<file path="src/rtl/fios_pe_row.sv">
// Sequenced FIOS Montgomery row engine: one outer iteration t <- (t + a*b + m*p) / 2^W.
// Optional FIOS_PE_ROW_M_OUT_EN exposes the per-row quotient digit m on m_o/m_valid_o.
module fios_pe_row #(
  parameter int WORD_WIDTH = 17,
  parameter int NUM_WORDS  = 4,
  parameter int M_LATENCY  = 3
) (
  input  logic                  clock_i,
  input  logic                  reset_n_i,
  input  logic                  start_i,
  input  logic [WORD_WIDTH-1:0] a_i,
  input  logic [WORD_WIDTH-1:0] p_prime_0_i,
  input  logic [WORD_WIDTH-1:0] t_top_i,
  input  logic                  in_valid_i,
  output logic                  in_ready_o,
  input  logic [WORD_WIDTH-1:0] b_i,
  input  logic [WORD_WIDTH-1:0] p_i,
  input  logic [WORD_WIDTH-1:0] t_i,
  output logic                  out_valid_o,
  input  logic                  out_ready_i,
  output logic [WORD_WIDTH-1:0] out_data_o,
  output logic                  out_last_o,
  output logic [1:0]            out_carry_o,
  output logic                  busy_o,
  output logic                  done_o
`ifdef FIOS_PE_ROW_M_OUT_EN
  ,
  output logic [WORD_WIDTH-1:0] m_o,
  output logic                  m_valid_o
`endif
);

  localparam int W  = WORD_WIDTH;
  localparam int SW = 2 * W + 1;  // t + a*b + m*p + C never reaches 2^(2W+1)
  localparam int BW = $clog2(NUM_WORDS);

  localparam logic [2:0] ST_IDLE   = 3'd0;
  localparam logic [2:0] ST_FIRST  = 3'd1;
  localparam logic [2:0] ST_M_WAIT = 3'd2;
  localparam logic [2:0] ST_ROW    = 3'd3;
  localparam logic [2:0] ST_FINAL  = 3'd4;

  logic [2:0]    state_q, state_d;
  logic [2:0]    wait_cnt_q, wait_cnt_d;
  logic [BW-1:0] beat_q, beat_d;
  logic [W:0]    c_q, c_d;
  logic          out_valid_q, out_valid_d;
  logic [W-1:0]  out_data_q, out_data_d;
  logic          out_last_q, out_last_d;
  logic [1:0]    out_carry_q, out_carry_d;
  logic          done_q, done_d;

  logic [W-1:0] a_q, pp0_q, t_top_q, t0_q, b0_q, p0_q;
  logic [M_LATENCY-1:0][W-1:0] m_pipe_q;

  logic out_free, in_fire, wait_last;
  logic [W-1:0] s_lo, m_new, m_cur;
  logic [W-1:0] op_t, op_b, op_p;
  logic [W:0]   op_c;
  logic [SW-1:0] row_sum;
  logic [W+1:0]  fin_sum;

  assign out_free   = !out_valid_q || out_ready_i;
  assign in_ready_o = ((state_q == ST_FIRST) || (state_q == ST_ROW)) && out_free;
  assign in_fire    = in_valid_i && in_ready_o;
  assign wait_last  = (state_q == ST_M_WAIT) && (wait_cnt_q == 3'(M_LATENCY - 1));

  // m only needs the low word of t_0 + a*b_0, so it is computed modulo 2^W.
  assign s_lo  = t_i + a_q * b_i;
  assign m_new = s_lo * pp0_q;
  assign m_cur = m_pipe_q[M_LATENCY-1];

  // The shared datapath replays beat 0 during M_WAIT to produce the first carry.
  always_comb begin
    op_t = t_i;
    op_b = b_i;
    op_p = p_i;
    op_c = c_q;
    if (state_q == ST_M_WAIT) begin
      op_t = t0_q;
      op_b = b0_q;
      op_p = p0_q;
      op_c = '0;
    end
  end

  assign row_sum = SW'(op_t) + SW'(a_q) * SW'(op_b) + SW'(m_cur) * SW'(op_p) + SW'(op_c);
  assign fin_sum = (W + 2)'(t_top_q) + (W + 2)'(c_q);

  always_comb begin
    // NOTE: every signal assigned here gets a default first, so no path leaves one unassigned and infers a latch.
    state_d     = state_q;
    wait_cnt_d  = wait_cnt_q;
    beat_d      = beat_q;
    c_d         = c_q;
    out_valid_d = out_valid_q && !out_ready_i;
    out_data_d  = out_data_q;
    out_last_d  = out_last_q && !out_ready_i;
    out_carry_d = out_carry_q;
    done_d      = 1'b0;
    case (state_q)
      ST_IDLE: begin
        if (start_i) state_d = ST_FIRST;
      end
      ST_FIRST: begin
        if (in_fire) begin
          state_d    = ST_M_WAIT;
          wait_cnt_d = '0;
        end
      end
      ST_M_WAIT: begin
        if (wait_last) begin
          state_d = ST_ROW;
          beat_d  = BW'(1);
          c_d     = row_sum[2*W:W];
        end else begin
          wait_cnt_d = wait_cnt_q + 3'd1;
        end
      end
      ST_ROW: begin
        if (in_fire) begin
          out_valid_d = 1'b1;
          out_data_d  = row_sum[W-1:0];
          c_d         = row_sum[2*W:W];
          if (beat_q == BW'(NUM_WORDS - 1)) state_d = ST_FINAL;
          else                              beat_d  = beat_q + BW'(1);
        end
      end
      ST_FINAL: begin
        if (!out_last_q && out_free) begin
          out_valid_d = 1'b1;
          out_data_d  = fin_sum[W-1:0];
          out_last_d  = 1'b1;
          out_carry_d = fin_sum[W+1:W];
        end else if (out_last_q && out_ready_i) begin
          state_d = ST_IDLE;
          done_d  = 1'b1;
        end
      end
      default: state_d = ST_IDLE;
    endcase
  end

  // NOTE: sequential state uses non-blocking assignments so every register samples pre-edge values.
  always_ff @(posedge clock_i or negedge reset_n_i) begin
    if (!reset_n_i) begin
      state_q     <= ST_IDLE;
      wait_cnt_q  <= '0;
      beat_q      <= '0;
      c_q         <= '0;
      out_valid_q <= 1'b0;
      out_data_q  <= '0;
      out_last_q  <= 1'b0;
      out_carry_q <= '0;
      done_q      <= 1'b0;
    end else begin
      state_q     <= state_d;
      wait_cnt_q  <= wait_cnt_d;
      beat_q      <= beat_d;
      c_q         <= c_d;
      out_valid_q <= out_valid_d;
      out_data_q  <= out_data_d;
      out_last_q  <= out_last_d;
      out_carry_q <= out_carry_d;
      done_q      <= done_d;
    end
  end

  // NOTE: the m pipeline is reset as well, so m reads as zero after reset rather than stale data.
  always_ff @(posedge clock_i or negedge reset_n_i) begin
    if (!reset_n_i) begin
      a_q      <= '0;
      pp0_q    <= '0;
      t_top_q  <= '0;
      t0_q     <= '0;
      b0_q     <= '0;
      p0_q     <= '0;
      m_pipe_q <= '0;
    end else begin
      if (state_q == ST_IDLE && start_i) begin
        a_q     <= a_i;
        pp0_q   <= p_prime_0_i;
        t_top_q <= t_top_i;
      end
      if (state_q == ST_FIRST && in_fire) begin
        t0_q        <= t_i;
        b0_q        <= b_i;
        p0_q        <= p_i;
        m_pipe_q[0] <= m_new;
      end
      if (state_q == ST_M_WAIT) begin
        for (int i = 1; i < M_LATENCY; i++) m_pipe_q[i] <= m_pipe_q[i-1];
      end
    end
  end

  assign out_valid_o = out_valid_q;
  assign out_data_o  = out_data_q;
  assign out_last_o  = out_last_q;
  assign out_carry_o = out_carry_q;
  assign busy_o      = (state_q != ST_IDLE);
  assign done_o      = done_q;

`ifdef FIOS_PE_ROW_M_OUT_EN
  assign m_o       = m_cur;
  assign m_valid_o = wait_last;
`endif

endmodule
</file>
<file path="config.mk">
export PLATFORM = sky130hd
export DESIGN_NAME = fios_pe_row
export DESIGN_NICKNAME = d
export VERILOG_FILES = /design/src/rtl/fios_pe_row.sv
export SDC_FILE = /design/constraint.sdc
export NUM_CORES = 2
export LEC_CHECK = 0
export BUFFER_PORTS_ARGS = -buffer_cell sky130_fd_sc_hd__clkbuf_2
export CAP_MARGIN = 40
export CORE_ASPECT_RATIO = 1.25
export CORE_MARGIN = 2
export CORE_UTILIZATION = 65
export CTS_BUF_LIST = sky130_fd_sc_hd__clkbuf_8 sky130_fd_sc_hd__clkbuf_16
export DETAILED_ROUTE_END_ITERATION = 12
export GPL_TIMING_DRIVEN = 1
export PLACE_DENSITY = 0.81
export SLEW_MARGIN = 40
export SYNTH_ARGS = -nofsm -noshare
export SYNTH_HDL_FRONTEND = slang
export SYNTH_SLANG_ARGS = --single-unit
</file>
<file path="constraint.sdc">
create_clock -name clock_i -period 21 [get_ports clock_i]
set_input_delay 1.05 -clock clock_i [delete_from_list [all_inputs] [get_ports clock_i]]
set_output_delay 1.05 -clock clock_i [all_outputs]
set_load 0.03 [all_outputs]
</file>
Word level (Yosys, flattened, before mapping)

Index checks and enable logic that the tools add are counted.

Bits in registers: 201
Output and inout bits: 24
Word-level logic and storage cells: 103

Add/sub/neg operators: 7
Multiply operators: 4
Eq/ne operators: 16
Mux-type cells: 33
Reductions and logical operators: 25

Operator list:

| operator                                             | number |
|---|---|
| 2-to-1 mux 17 bit                                    | 5 |
| multiplier 17 x 17 -> 34 bit                         | 2 |
| 2-to-1 mux 18 bit                                    | 3 |
| one-hot mux 18 bit (2 select lines)                  | 1 |
| adder 17 x 34 -> 35 bit                              | 1 |
| adder 35 x 18 -> 35 bit                              | 1 |
| adder 35 x 34 -> 35 bit                              | 1 |
| multiplier 17 x 17 -> 17 bit                         | 2 |
| one-hot mux 17 bit (2 select lines)                  | 1 |
| 2-to-1 mux 3 bit                                     | 9 |
| adder 17 x 18 -> 19 bit                              | 1 |
| inequality test 2 bit (second input constant)        | 9 |
| adder 17 bit                                         | 1 |
| one-hot mux 3 bit (5 select lines)                   | 1 |
| equality test 3 x 2 -> 1 bit (second input constant) | 3 |
| logical AND 1 bit                                    | 9 |
| AND reduction 3 bit                                  | 3 |
| 2-to-1 mux 1 bit                                     | 7 |
| AND reduction 7 bit                                  | 1 |
| 2-to-1 mux 2 bit                                     | 3 |
| one-hot mux 3 bit (2 select lines)                   | 1 |
| nonzero test 2 bit                                   | 3 |
| one-hot mux 2 bit (2 select lines)                   | 1 |
| AND reduction 4 bit                                  | 1 |
| 12 further kinds                                     | 15 |

Longest topological paths before layout

Depth after elaboration: 8
Gate-level depth with buffers: 42

Least setup slack after synthesis

OpenSTA, ideal clock, no wires.

Path kind: input -> register
From: input b_i[2]
To: register m_pipe_q[16] (netlist name)
Arrival: 10.841 ns
Required time: 20.870 ns
Slack: 10.030 ns
Cell stages on the path: 37
Cells stage by stage: clkbuf_1 > nand2_1 > fa_1 > fa_1 > inv_1 > ha_1 > inv_1 > fa_1 > fa_1 > fa_1 > inv_1 > ha_1 > or3_1 > o211ai_1 > nor2_1 > a211oi_1 > xnor2_1 > nand2_1 > fa_1 > fa_1 > inv_1 > fa_1 > fa_1 > fa_1 > inv_1 > fa_1 > xor2_1 > xnor2_1 > xnor2_1 > xnor2_1 > xnor2_2 > xnor3_1 > xnor3_1 > xor2_1 > xnor3_1 > xnor2_1 > o21ai_1

Cells in the longest elaborated chain, start to end: 3

Ends and longest elaborated chain:

| element                      | line | RTL |
|---|---|---|
| start, declared              | 16   | `input logic [WORD_WIDTH-1:0] b_i,` |
| multiplier 17 x 17 -> 17 bit | 69   | `assign s_lo = t_i + a_q * b_i;` |
| adder 17 bit                 | 69   |  |
| multiplier 17 x 17 -> 17 bit | 70   | `assign m_new = s_lo * pp0_q;` |
| end, declared                | 54   | `logic [M_LATENCY-1:0][W-1:0] m_pipe_q;` |

No other way between the ends.
A chain may end at the register's enable or synchronous reset.

Worst setup path in the final report

Ends and elaborated chain as after synthesis.

==> results.md <==
* Hold WC Path Type: in -> async
* Via density at 5.641
* FP Rows at a little under 100
* DIE AREA at approximately 61000 sq um
* Synth Register Bits at 201
* Antenna-violating nets left at 0
* Setup TNS at 0 ns
* Clk Tree Root Cell: clkbuf_16
* H-tree depth at 1
* Vias at 28680
* Max_slew headroom at about two fifths
* CP delay by family, top: adder cells
* Avg Cell Area, Syn at ~9 sq um
* TritonCTS clock tree: yes
* Initial DRC Count at 2218
* Crit Path Max Fanout at 17
* Post-CTS setup buffer count at 0
* CP startpoint: b_i[2]
* GRT Util Overall at 34.53%
* Total Nets Final at approximately 5500
* Post-Syn Area at between 30000 and 40000 sq um
* Clock Sinks at ~200
* Status: complete, but fails checks
* Ys flop type: dfrtp_1
* HPWL Detailed at 79700 um
* CP Launch Type: input pin
* Crit end category: register
* Post-synth EDFFs at 0
* Max incr delay on CP at between 0.5 and 0.6 ns
* Area leader, netlist: fa_1
* Synthesis-to-layout area growth at 5.577%
* Final WL at around 100000 um
* Mapped Cells at roughly 4300
* Worst Path Arrival at around 12 ns
* GRT overflow at 0
* Core Box Area at approximately 60000 sq um
* CTS buffer count at 23
* Bufs and invs on worst path at 6
* Vias in the first global route at just over 30000
* RSZ-0062 raised after global routing: no
* Cell variety after synth at 60
* Area share of the largest cell type after synthesis at between 30% and 40%
* Largest net degree at the start of global routing at 99
* Commonest non-fill, non-tap cells in the layout: inv_1, nand2_1, fa_1
* Post-CTS Hold Fix Bufs at 0
* Routed len/inst at roughly 20 um
* Placer Congestion at 0.9501
* Syn_nets at ~5500
* Clk Latency, worst-skew pair at 0.59 ns
* Final hold violations at 0
* Initial core utilization at around two thirds
* Die height at approximately 280 um
* Max-Cap Viols at 0
* Sequential area share after synthesis at a little over an eighth
* Synth warn at 0
* IO Port Bufs at 130
* Final setup fails at 0
* Worst-Margin Slew at between 0.8 and 0.9 ns
* WS Path Type: in -> reg
* Post-CTS resize count at 0
* First-pass GRT wire length at roughly 160000 um
* Commonest non-fill, non-tap cell in the layout: inv_1
* Max-slew violations at 0
* Critical R2R Launch: a_q[6]
* Setup WS pre-CTS at 9.278 ns
* Antenna violations before repair at 8
* Clk slew on worst S/H paths at ~0.07 ns
* Die W at 221.5 um
* Clk_skew at 0.03400 ns
* Top cells by area, synth: fa_1, dfrtp_1, ha_1
* Fraction of layout cells with a size suffix above 1 at between 6 and 7%
* Final WS setup at 9.783 ns
* Critical path's slowest cell: fa_1
* CP Data Required Time at between 20 and 25 ns
* Maximum clock frequency at roughly 0.09 GHz
* Worst path most repeated cell: fa_1
* Min Clock Period, post-route at around 11 ns
* # DRC at 4
* Tcrit/Tclk final at between 50% and 60%
* Clock buffer depth at 3
* Failing checks: design-rule violations
* First-pass DRT Iterations at 10
* Io pins at between 100 and 150
* Asr flop ratio synth at 100.0%
## cell usage after synthesis, types with 5 or more instances
cell type,instances
o41ai_1,5
fa_1,752
o21ai_0,91
o21bai_1,8
o31ai_1,7
inv_1,939
xnor2_1,82
and2_1,278
mux2i_1,18
a21o_1,21
o21a_1,6
o211ai_1,5
nor2b_1,117
dfrtp_1,201
a21oi_1,59
nor3_1,16
nor2_1,45
clkbuf_1,174
nand2b_1,36
nand3_1,16
a21boi_0,6
buf_1,11
a211oi_1,8
a31oi_1,5
xor2_1,28
mux2_2,51
nand2_1,921
ha_1,331
or3_1,7
## worst register-to-register path: cells and delay by family (launching register included)
family | cells | cell delay [ns]
fa+ha+maj | 13 | 6.19
xor+xnor | 11 | 2.62
flops | 1 | 0.54
simple gates | 4 | 0.47
compound gates | 2 | 0.38
buf+inv | 7 | 0.73
## final cells by class
cell class	instances	area (sq um)
fillers	4440	17870
multi-input cells	2966	29230
flip-flops and latches	201	5035
clock inverters	13	143.9
repair buffers	177	1070
inverters	940	3528
well taps	757	947.2
diodes	3	7.507
clock buffers	27	630.6
## flip-flops by register name, summed over array words and instances (netlist names)
signal,cells
m_pipe_q,34
c_q,18
a_q,17
b0_q,17
m_cur,17
out_data_o,17
p0_q,17
pp0_q,17
t0_q,17
t_top_q,17
state_q,3
wait_cnt_q,3
beat_q,2
out_carry_o,2
done_o,1
out_last_o,1
out_valid_o,1
## logic make-up (layout without fill, tap and decap cells)
logic type	after synthesis	after routing	share of synthesized area, %
buffers and inverters	1128	1157	11.03
AO/OA/AOI/OAI	244	244	3.872
multiplexers	69	69	1.962
adder cells (fa/ha/maj)	1083	1083	49.92
other	0	3	0
XOR/XNOR	116	116	2.808
flip-flops	201	201	13.08
AND/OR/NAND/NOR	1454	1454	17.32
## per-stage QoR
stage,hold WS [ns],std cells,area [sq um],utilization [%]
after global routing,0.3257,5081,40590,69.42
after floorplan,0.4386,4295,38450,-
final,0.3184,5084,40600,69.43
after CTS,0.4613,5077,40500,69.26
after global placement,0.4469,5037,39710,67.92
after detailed placement,0.4497,5037,39720,67.94
## per-layer routing
layer | vias up | part of all wire, % | global-route usage (%)
li1 | 12650 | - | -
met1 | 14330 | 36 | 42.18
met5 | - | 0.072 | 0
met2 | 1319 | 48 | 57.66
met4 | 10 | 7.7 | 22.80
met3 | 366 | 8.3 | 5.538
## worst paths after layout
check,endpoint,depth (start not counted),slack (ns)
max,m_pipe_q[16],37,9.78
min,c_q[0],1,0.32
max reg2reg,m_pipe_q[16],37,9.95
min reg2reg,m_cur[4],2,0.46
max in group asynchronous,a_q[11],3,19.14
min in group clock_i,m_cur[4],2,0.46
Power is left out: the tool's default activity adds up to more than one toggle a clock period on the data nets, which glitch-free logic cannot reach.
